**src/rtl/game_flow_ctrl.sv**
```systemverilog
`default_nettype none
// =============================================================================
// Module   : game_flow_ctrl
// Brief    : Title / player-select / play / over flow with frame timer and
//            per-player win tallies for the Bomberman top level.
// Revision : 1.0 - initial release
// =============================================================================
module game_flow_ctrl #(
    parameter int         NUM_PLAYERS  = 4,
    parameter int         ROUND_FRAMES = 10800,
    parameter int         SCORE_W      = 8,
    parameter int         WIN_SCORE    = 3,
    parameter logic [7:0] KEY_START    = 8'h28,
    parameter logic [7:0] KEY_UP       = 8'h52,
    parameter logic [7:0] KEY_DOWN     = 8'h51,
    parameter logic [7:0] KEY_BACK     = 8'h29
) (
    input  logic                                                       Clk,
    input  logic                                                       Reset_n,
    input  logic                                                       Frame_Clk,
    input  logic [15:0]                                                Keycode,
    input  logic [NUM_PLAYERS-1:0]                                     Player_Alive,
    output logic [1:0]                                                 state,
    output logic [$clog2(NUM_PLAYERS+1)-1:0]                           Player_choose,
    output logic [(($clog2(NUM_PLAYERS) > 1) ? $clog2(NUM_PLAYERS) : 1)-1:0] Winner,
    output logic                                                       Draw,
    output logic                                                       Match_Over,
    output logic                                                       Round_Reset,
    output logic                                                       Frame_Tick,
    output logic [$clog2(ROUND_FRAMES+1)-1:0]                          Timer,
    output logic [NUM_PLAYERS*SCORE_W-1:0]                             Wins
);

    localparam int c_PC_W  = $clog2(NUM_PLAYERS + 1);
    localparam int c_WIN_W = ($clog2(NUM_PLAYERS) > 1) ? $clog2(NUM_PLAYERS) : 1;
    localparam int c_TIM_W = $clog2(ROUND_FRAMES + 1);

    localparam logic [1:0] c_S_TITLE  = 2'b00;
    localparam logic [1:0] c_S_SELECT = 2'b01;
    localparam logic [1:0] c_S_PLAY   = 2'b10;
    localparam logic [1:0] c_S_OVER   = 2'b11;

    localparam logic [c_PC_W-1:0]  c_PC_MIN     = c_PC_W'(2);
    localparam logic [c_PC_W-1:0]  c_PC_MAX     = c_PC_W'(NUM_PLAYERS);
    localparam logic [c_PC_W-1:0]  c_CNT_ONE    = c_PC_W'(1);
    localparam logic [c_TIM_W-1:0] c_TIMER_LOAD = c_TIM_W'(ROUND_FRAMES);
    localparam logic [c_TIM_W-1:0] c_TIMER_ONE  = c_TIM_W'(1);
    localparam logic [SCORE_W-1:0] c_WIN_SCORE  = SCORE_W'(WIN_SCORE);
    localparam logic [SCORE_W-1:0] c_SCORE_ONE  = SCORE_W'(1);

    // Key vector bit order: [3] BACK, [2] START, [1] UP, [0] DOWN
    function automatic logic f_pressed(input logic [15:0] kc, input logic [7:0] key);
        return (kc[7:0] == key) || (kc[15:8] == key);
    endfunction

    logic [1:0]                            r_state, w_state_nxt;
    logic [c_PC_W-1:0]                     r_pc, w_pc_nxt;
    logic [c_WIN_W-1:0]                    r_winner, w_winner_nxt;
    logic                                  r_draw, w_draw_nxt;
    logic                                  r_round_reset, w_round_reset_nxt;
    logic [c_TIM_W-1:0]                    r_timer, w_timer_nxt;
    logic [NUM_PLAYERS-1:0][SCORE_W-1:0]   r_wins, w_wins_nxt;
    logic                                  r_grace, w_grace_nxt;
    logic                                  w_new_round;

    logic [2:0]                            r_fsync;
    logic                                  r_frame_tick;
    logic [3:0]                            r_key_prev;
    logic [3:0]                            w_press;
    logic [3:0]                            w_edge;
    logic                                  w_act_back, w_act_start, w_act_up, w_act_down;

    logic [NUM_PLAYERS-1:0]                w_active;
    logic [NUM_PLAYERS-1:0]                w_live;
    logic [NUM_PLAYERS-1:0]                w_reached;
    logic [c_PC_W-1:0]                     w_alive_cnt;
    logic [c_WIN_W-1:0]                    w_sole_idx;
    logic                                  w_match_over;

    assign w_press = {f_pressed(Keycode, KEY_BACK), f_pressed(Keycode, KEY_START),
                      f_pressed(Keycode, KEY_UP),   f_pressed(Keycode, KEY_DOWN)};
    assign w_edge  = w_press & ~r_key_prev;

    // Only the highest-priority new press is acted on
    assign w_act_back  = w_edge[3];
    assign w_act_start = w_edge[2] & ~w_edge[3];
    assign w_act_up    = w_edge[1] & ~(|w_edge[3:2]);
    assign w_act_down  = w_edge[0] & ~(|w_edge[3:1]);

    genvar gi;
    generate
        for (gi = 0; gi < NUM_PLAYERS; gi++) begin : g_player
            assign w_active[gi]  = (c_PC_W'(gi) < r_pc);
            assign w_live[gi]    = w_active[gi] & Player_Alive[gi];
            assign w_reached[gi] = w_active[gi] & (r_wins[gi] >= c_WIN_SCORE);
        end
    endgenerate

    assign w_match_over = |w_reached;

    always_comb begin
        w_alive_cnt = '0;
        w_sole_idx  = '0;
        for (int i = 0; i < NUM_PLAYERS; i++) begin
            if (w_live[i]) begin
                w_alive_cnt = w_alive_cnt + c_CNT_ONE;
                w_sole_idx  = c_WIN_W'(i);
            end
        end
    end

    always_comb begin
        w_state_nxt       = r_state;
        w_pc_nxt          = r_pc;
        w_winner_nxt      = r_winner;
        w_draw_nxt        = r_draw;
        w_timer_nxt       = r_timer;
        w_wins_nxt        = r_wins;
        w_grace_nxt       = r_grace;
        w_round_reset_nxt = 1'b0;
        w_new_round       = 1'b0;

        case (r_state)
            c_S_TITLE: begin
                if (w_act_start) begin
                    w_state_nxt = c_S_SELECT;
                end
            end
            c_S_SELECT: begin
                if (w_act_back) begin
                    w_state_nxt = c_S_TITLE;
                end else if (w_act_start) begin
                    w_new_round = 1'b1;
                end else if (w_act_up) begin
                    if (r_pc < c_PC_MAX) w_pc_nxt = r_pc + c_CNT_ONE;
                end else if (w_act_down) begin
                    if (r_pc > c_PC_MIN) w_pc_nxt = r_pc - c_CNT_ONE;
                end
            end
            c_S_PLAY: begin
                if (w_act_back) begin
                    w_state_nxt = c_S_TITLE;
                    w_wins_nxt  = '0;
                end else if (r_frame_tick) begin
                    if (r_grace) begin
                        // Avatars are still spawning: count time only
                        w_grace_nxt = 1'b0;
                        w_timer_nxt = r_timer - c_TIMER_ONE;
                        if (r_timer == c_TIMER_ONE) begin
                            w_draw_nxt  = 1'b1;
                            w_state_nxt = c_S_OVER;
                        end
                    end else if (w_alive_cnt == c_CNT_ONE) begin
                        w_winner_nxt = w_sole_idx;
                        w_draw_nxt   = 1'b0;
                        w_state_nxt  = c_S_OVER;
                        if (r_wins[w_sole_idx] != {SCORE_W{1'b1}}) begin
                            w_wins_nxt[w_sole_idx] = r_wins[w_sole_idx] + c_SCORE_ONE;
                        end
                    end else if (w_alive_cnt == '0) begin
                        w_draw_nxt  = 1'b1;
                        w_state_nxt = c_S_OVER;
                    end else begin
                        w_timer_nxt = r_timer - c_TIMER_ONE;
                        if (r_timer == c_TIMER_ONE) begin
                            w_draw_nxt  = 1'b1;
                            w_state_nxt = c_S_OVER;
                        end
                    end
                end
            end
            c_S_OVER: begin
                if (w_act_back) begin
                    w_state_nxt = c_S_TITLE;
                    w_wins_nxt  = '0;
                end else if (w_act_start) begin
                    if (w_match_over) begin
                        w_state_nxt = c_S_TITLE;
                        w_wins_nxt  = '0;
                    end else begin
                        w_new_round = 1'b1;
                    end
                end
            end
            default: begin
                w_state_nxt = c_S_TITLE;
            end
        endcase

        if (w_new_round) begin
            w_state_nxt       = c_S_PLAY;
            w_round_reset_nxt = 1'b1;
            w_timer_nxt       = c_TIMER_LOAD;
            w_draw_nxt        = 1'b0;
            w_grace_nxt       = 1'b1;
        end
    end

    always_ff @(posedge Clk or negedge Reset_n) begin
        if (!Reset_n) begin
            r_fsync       <= '0;
            r_frame_tick  <= 1'b0;
            r_key_prev    <= '0;
            r_state       <= c_S_TITLE;
            r_pc          <= c_PC_MIN;
            r_winner      <= '0;
            r_draw        <= 1'b0;
            r_round_reset <= 1'b0;
            r_timer       <= '0;
            r_wins        <= '0;
            r_grace       <= 1'b0;
        end else begin
            // [0],[1] synchronise; [2] holds the previous synchronised level
            r_fsync       <= {r_fsync[1:0], Frame_Clk};
            r_frame_tick  <= r_fsync[1] & ~r_fsync[2];
            r_key_prev    <= w_press;
            r_state       <= w_state_nxt;
            r_pc          <= w_pc_nxt;
            r_winner      <= w_winner_nxt;
            r_draw        <= w_draw_nxt;
            r_round_reset <= w_round_reset_nxt;
            r_timer       <= w_timer_nxt;
            r_wins        <= w_wins_nxt;
            r_grace       <= w_grace_nxt;
        end
    end

    assign state         = r_state;
    assign Player_choose = r_pc;
    assign Winner        = r_winner;
    assign Draw          = r_draw;
    assign Match_Over    = w_match_over;
    assign Round_Reset   = r_round_reset;
    assign Frame_Tick    = r_frame_tick;
    assign Timer         = r_timer;
    assign Wins          = r_wins;

endmodule
`default_nettype wire

```
**config.mk**
```make
export PLATFORM = sky130hd
export DESIGN_NAME = game_flow_ctrl
export DESIGN_NICKNAME = d
export VERILOG_FILES = /design/src/rtl/game_flow_ctrl.sv
export SDC_FILE = /design/constraint.sdc
export NUM_CORES = 1
export LEC_CHECK = 0
export ABC_AREA = 0
export BUFFER_PORTS_ARGS = -buffer_cell sky130_fd_sc_hd__buf_2
export CORE_ASPECT_RATIO = 0.7
export CORE_UTILIZATION = 40
export DETAILED_ROUTE_END_ITERATION = 12
export GPL_TIMING_DRIVEN = 0
export PLACE_DENSITY = 0.67
export SLEW_MARGIN = 30
export SYNTH_ARGS = -nofsm -noshare
export SYNTH_HDL_FRONTEND = slang
export SYNTH_SLANG_ARGS = --single-unit
```
**constraint.sdc**
```tcl
create_clock -name Clk -period 3.7 [get_ports Clk]
set_input_delay 0 -clock Clk [delete_from_list [all_inputs] [get_ports Clk]]
set_output_delay 0 -clock Clk [all_outputs]
set_load 0.1 [all_outputs]
```
==> PnR_summary.wiki <==
{| class="wikitable"
! Metric !! Value
|-
| Outcome || finished with violations
|-
| Violations in the final reports || setup timing
|-
| H-tree levels || 3
|-
| Maximum vdd ir drop || 0.365 mV
|-
| Setup WS post-layout || -0.0903 ns
|-
| Hold path cells || 3
|-
| Largest net degree at the start of global routing || 42
|-
| Post-synth EDFFs || 0
|-
| Data required, critical path || 3.92 ns
|-
| Total overflow reported by the global router || 0
|-
| Detailed-router iteration count before antenna repair || 5
|-
| Post-route antenna net violation count || 0
|-
| Number of clock sinks seen by CTS || 64
|-
| Largest stage delay, worst path || 0.62 ns
|-
| Clock latency on the worst-skew pair || 0.33 ns
|-
| Synthesis warning total || 0
|-
| Classification of the worst-slack hold path || in -> reg
|-
| Fin. Hold Viols || 0
|-
| Setup clock skew after layout || 0.00909 ns
|-
| Kind of cell with the highest combined delay on the critical path || compound AO/OA/AOI/OAI gates
|-
| Actual slew at the worst max-slew pin || 0.967 ns
|-
| Critical path capture point type || flop
|-
| Max Fanout on Critical Path || 5
|-
| Critical Path AT || 4.01 ns
|-
| Core box area || 9180 um^2
|-
| Worst path slowest cell || sky130_fd_sc_hd__dfstp_4
|-
| Post-layout min period || 3.79 ns
|-
| Post-Synthesis Cells || 389
|-
| Number of nets produced by synthesis || 421
|-
| Worst Path Buf+Inv || 4
|-
| Gpl congestion || 0.872
|-
| Layout area overhead || 34.9%
|-
| Cell breakdown of the critical path || buf_8, inv_6, ha_4, o21ba_4, o21ai_4, ha_4, nand2b_4, o21ai_2, ha_1, and4b_1, and3_1, a211o_1, a2111oi_4, buf_4, buf_6, nand4_1, xor2_1, nor2_1
|-
| Number of maximum-capacitance violations || 0
|-
| Cell depth of the worst setup path || 18
|-
| Share of the clock period used by the worst path after layout || 102%
|-
| Reg2reg start || Player_choose[1]
|-
| Horiz. Die Dim || 119 um
|-
| Cell Count Post-Placement || 592
|-
| Number of antenna violations at the first check in global routing || 0
|-
| Headroom to the max-slew limit || 35.0%
|-
| Reg-to-reg setup timing slack || -0.09 ns
|-
| Number of filler cells placed in the layout || 769
|-
| 1st-iter DRT viols || 320
|-
| Clock tree from TritonCTS || yes
|-
| Vias after detailed routing || 3,910
|-
| NumNets Final || 545
|-
| Reported leakage power || 2.42 nW
|-
| Finished Layout Cells || 642
|-
| Hold endpoint || r_key_prev[3]
|-
| Unrepaired setup endpoints after global routing || true
|-
| Detailed-placement wirelength estimate || 8640 um
|-
| Summed instance area of the synthesized netlist || 3840 um^2
|-
| Via count of the first global-routing pass || 3,648
|-
| Num ports || 80
|-
| Initial Util || 41.8%
|-
| Count of standard-cell rows || 29
|-
| Wire length reported by the detailed router || 12,100 um
|-
| Overall die height || 84.0 um
|-
| Area of the die || 10,000 um^2
|-
| Port bufs || 78
|-
| Share of flip-flops with an asynchronous set or reset after synthesis || 100%
|-
| Max Root-Sink Buffers || 2
|-
| Clk slew on worst S/H paths || 0.06 ns
|-
| Startpoint Class || flop
|-
| Placed cell area || 4470 um^2
|-
| Power per cell area || 441 nW/um^2
|-
| Count of unique library cells instantiated by Yosys || 62
|-
| Slew Limit Fails || 0
|-
| Clock Tree Root || sky130_fd_sc_hd__clkbuf_16
|-
| Max Clk Rate || 264 MHz
|-
| # diodes || 0
|-
| Ratio of routed vias to standard cells || 6.09
|-
| Crit Reg-Reg Endpoint || Timer[10]
|-
| Finished layout cell area || 5180 um^2
|-
| Number of synthesized register bits || 64
|-
| Number of setup violations in the final report || 29
|-
| Wire length of the first global-routing pass || 19,400 um
|-
| Share of final-layout standard cells stronger than drive strength 1 || 34.6%
|-
| Worst Reg-to-Reg Cells || 18
|-
| Post-DR wirelength/cell || 18.9 um
|-
| Worst setup path class || reg -> reg
|-
| CTS Buf Count || 9
|-
| Residual DRC count || 0
|-
| Hold Path Origin || Keycode[0]
|-
| Crit-path most repeated cell || sky130_fd_sc_hd__ha_4
|-
| Main synth FF type || sky130_fd_sc_hd__dfrtp_1
|-
| Portion of the post-synthesis area used by sequential elements || 41.7%
|-
| Synth Area per Inst || 9.87 um^2
|-
| Global-route usage over all layers || 24.8%
|}
==> logic make-up after synthesis <==
logic type                 Yosys count  share of synthesized area, %
AOI/OAI and AO/OA                  113                          24.1
xor gates and xnor gates            19                          4.33
adders and majority gates            9                          2.93
buffers and inverters               35                          4.79
DFF                                 64                          41.7
muxes                                3                         0.847
and+or+nand+nor                    146                          21.2
==> cell type report <==
cell class                      instances  area, um^2  share of cell area (%)
Tap cell                              124         155                    2.99
Timing Repair Buffer                  113         699                    13.5
Sequential cell                        64        1620                    31.2
Clock buffer                           10         239                    4.61
Clock inverter                          6        67.6                    1.30
Buffer                                 16         128                    2.46
Inverter                               19        78.8                    1.52
Multi-Input combinational cell        290        2200                    42.4
==> placed cells by master (no fill, tap or decap), types with 5 or more instances in the layout <==
| master | n |
|---|---|
| sky130_fd_sc_hd__nor4_1 | 6 |
| sky130_fd_sc_hd__nor3_1 | 7 |
| sky130_fd_sc_hd__buf_6 | 10 |
| sky130_fd_sc_hd__dfrtp_2 | 9 |
| sky130_fd_sc_hd__ha_1 | 6 |
| sky130_fd_sc_hd__o2bb2ai_1 | 8 |
| sky130_fd_sc_hd__buf_4 | 26 |
| sky130_fd_sc_hd__nand4b_1 | 9 |
| sky130_fd_sc_hd__nand2_1 | 22 |
| sky130_fd_sc_hd__nand4_1 | 12 |
| sky130_fd_sc_hd__xnor2_1 | 5 |
| sky130_fd_sc_hd__a32o_1 | 19 |
| sky130_fd_sc_hd__clkbuf_16 | 9 |
| sky130_fd_sc_hd__o211ai_1 | 13 |
| sky130_fd_sc_hd__a21oi_1 | 11 |
| sky130_fd_sc_hd__nand3_1 | 11 |
| sky130_fd_sc_hd__inv_1 | 17 |
| sky130_fd_sc_hd__nor2_1 | 28 |
| sky130_fd_sc_hd__xor2_1 | 14 |
| sky130_fd_sc_hd__dlygate4sd3_1 | 6 |
| sky130_fd_sc_hd__o21ai_0 | 11 |
| sky130_fd_sc_hd__nand2b_1 | 9 |
| sky130_fd_sc_hd__and3_1 | 9 |
| sky130_fd_sc_hd__dfrtp_1 | 54 |
| sky130_fd_sc_hd__buf_2 | 83 |
| sky130_fd_sc_hd__a31oi_1 | 7 |
==> state kept, by name, indices dropped and copies added, names as in the netlist <==
name and flops:
Player_choose 3, r_key_prev 4, Frame_Tick 1, r_fsync 3, Winner 2, Timer 14, state 2, Draw 1
Round_Reset 1, Wins 32, r_grace 1
==> worst min-delay path, stage by stage <==
cell                       delay, ns
sky130_fd_sc_hd__buf_2          0.11
sky130_fd_sc_hd__nand4b_1       0.14
sky130_fd_sc_hd__nand2_1        0.06
==> power by group <==
group / total (mW) / internal, mW / switching, mW
clock network: 0.862 / 0.542 / 0.320
registers: 0.800 / 0.747 / 0.0531
logic: 0.626 / 0.131 / 0.495
==> synth_stat cells (3+ instances only) <==
cell type	number	area share (%)
sky130_fd_sc_hd__dfrtp_1	63	41
sky130_fd_sc_hd__nor2_1	28	2.7
sky130_fd_sc_hd__nand2_1	24	2.3
sky130_fd_sc_hd__a32o_1	19	5.0
sky130_fd_sc_hd__inv_1	18	1.8
sky130_fd_sc_hd__nand3_1	14	1.8
sky130_fd_sc_hd__xor2_1	14	3.2
sky130_fd_sc_hd__o211ai_1	13	2.5
sky130_fd_sc_hd__nand4_1	12	2.0
sky130_fd_sc_hd__o21ai_0	12	1.6
sky130_fd_sc_hd__o2bb2ai_1	12	2.7
sky130_fd_sc_hd__a21oi_1	11	1.4
sky130_fd_sc_hd__nand2b_1	10	1.6
sky130_fd_sc_hd__and3_1	9	1.5
sky130_fd_sc_hd__ha_1	9	2.9
sky130_fd_sc_hd__nand4b_1	9	2.1
sky130_fd_sc_hd__nor3_1	9	1.2
sky130_fd_sc_hd__a31oi_1	7	1.1
sky130_fd_sc_hd__buf_2	7	0.91
sky130_fd_sc_hd__nor4_1	7	1.1
sky130_fd_sc_hd__xnor2_1	5	1.1
sky130_fd_sc_hd__a211o_1	4	0.91
sky130_fd_sc_hd__a21o_1	4	0.78
sky130_fd_sc_hd__buf_6	4	1.2
sky130_fd_sc_hd__nand3b_1	4	0.78
sky130_fd_sc_hd__nor4bb_1	4	1.0
sky130_fd_sc_hd__a211oi_1	3	0.59
sky130_fd_sc_hd__and2_1	3	0.49
sky130_fd_sc_hd__buf_4	3	0.59
sky130_fd_sc_hd__o221ai_1	3	0.68
sky130_fd_sc_hd__o22ai_1	3	0.49
sky130_fd_sc_hd__or4_1	3	0.59
==> per-layer routing <==
layer | global-route usage [%] | part of all wire [%] | up-vias
li1 | - | - | 1755
met1 | 37.1 | 47 | 1949
met2 | 35.0 | 42 | 185
met3 | 5.33 | 9.4 | 21
met4 | 7.83 | 1.6 | 0
met5 | 0 | 0 | -
==> worst max-delay path by stage <==
stage | start | to | slack, ns
final | Player_choose[1] | Timer[10] | -0.09
after global routing | Player_choose[1] | Wins[11] | -0.24
after CTS | Player_choose[1] | Timer[5] | -0.06
after detailed placement | Player_choose[1] | Timer[12] | -0.43
after global placement | Player_choose[1] | Timer[10] | -0.38
after floorplan | Player_choose[1] | Timer[10] | -0.29
==> per-stage QoR <==
stage | total power [mW] | setup slack [ns] | hold slack, ns | utilization, % | setup TNS, ns
final | 2.29 | -0.0903 | 0.0304 | 56.4 | -1.36
after global routing | 2.37 | -0.242 | 0.0460 | 56.4 | -7.75
after CTS | 2.29 | -0.0591 | 0.0207 | 54.2 | -0.352
after detailed placement | 1.42 | -0.435 | -0.0775 | 48.7 | -11.04
after global placement | 1.41 | -0.382 | 0.108 | 48.4 | -7.69
after floorplan | 1.28 | -0.292 | -0.296 | - | -2.83
==> timing repair <==
| action | in CTS | in global routing |
|---|---|---|
| pin swaps | 8 | 20 |
| hold buffers | 6 | 0 |
| endpoints found under the setup margin | 49 | 49 |
| setup buffers | 15 | 12 |
| hold endpoints to repair | 66 | 0 |
| gates cloned | 0 | 1 |
| gates resized for setup | 7 | 24 |
Power figures use the tool's default switching activity.
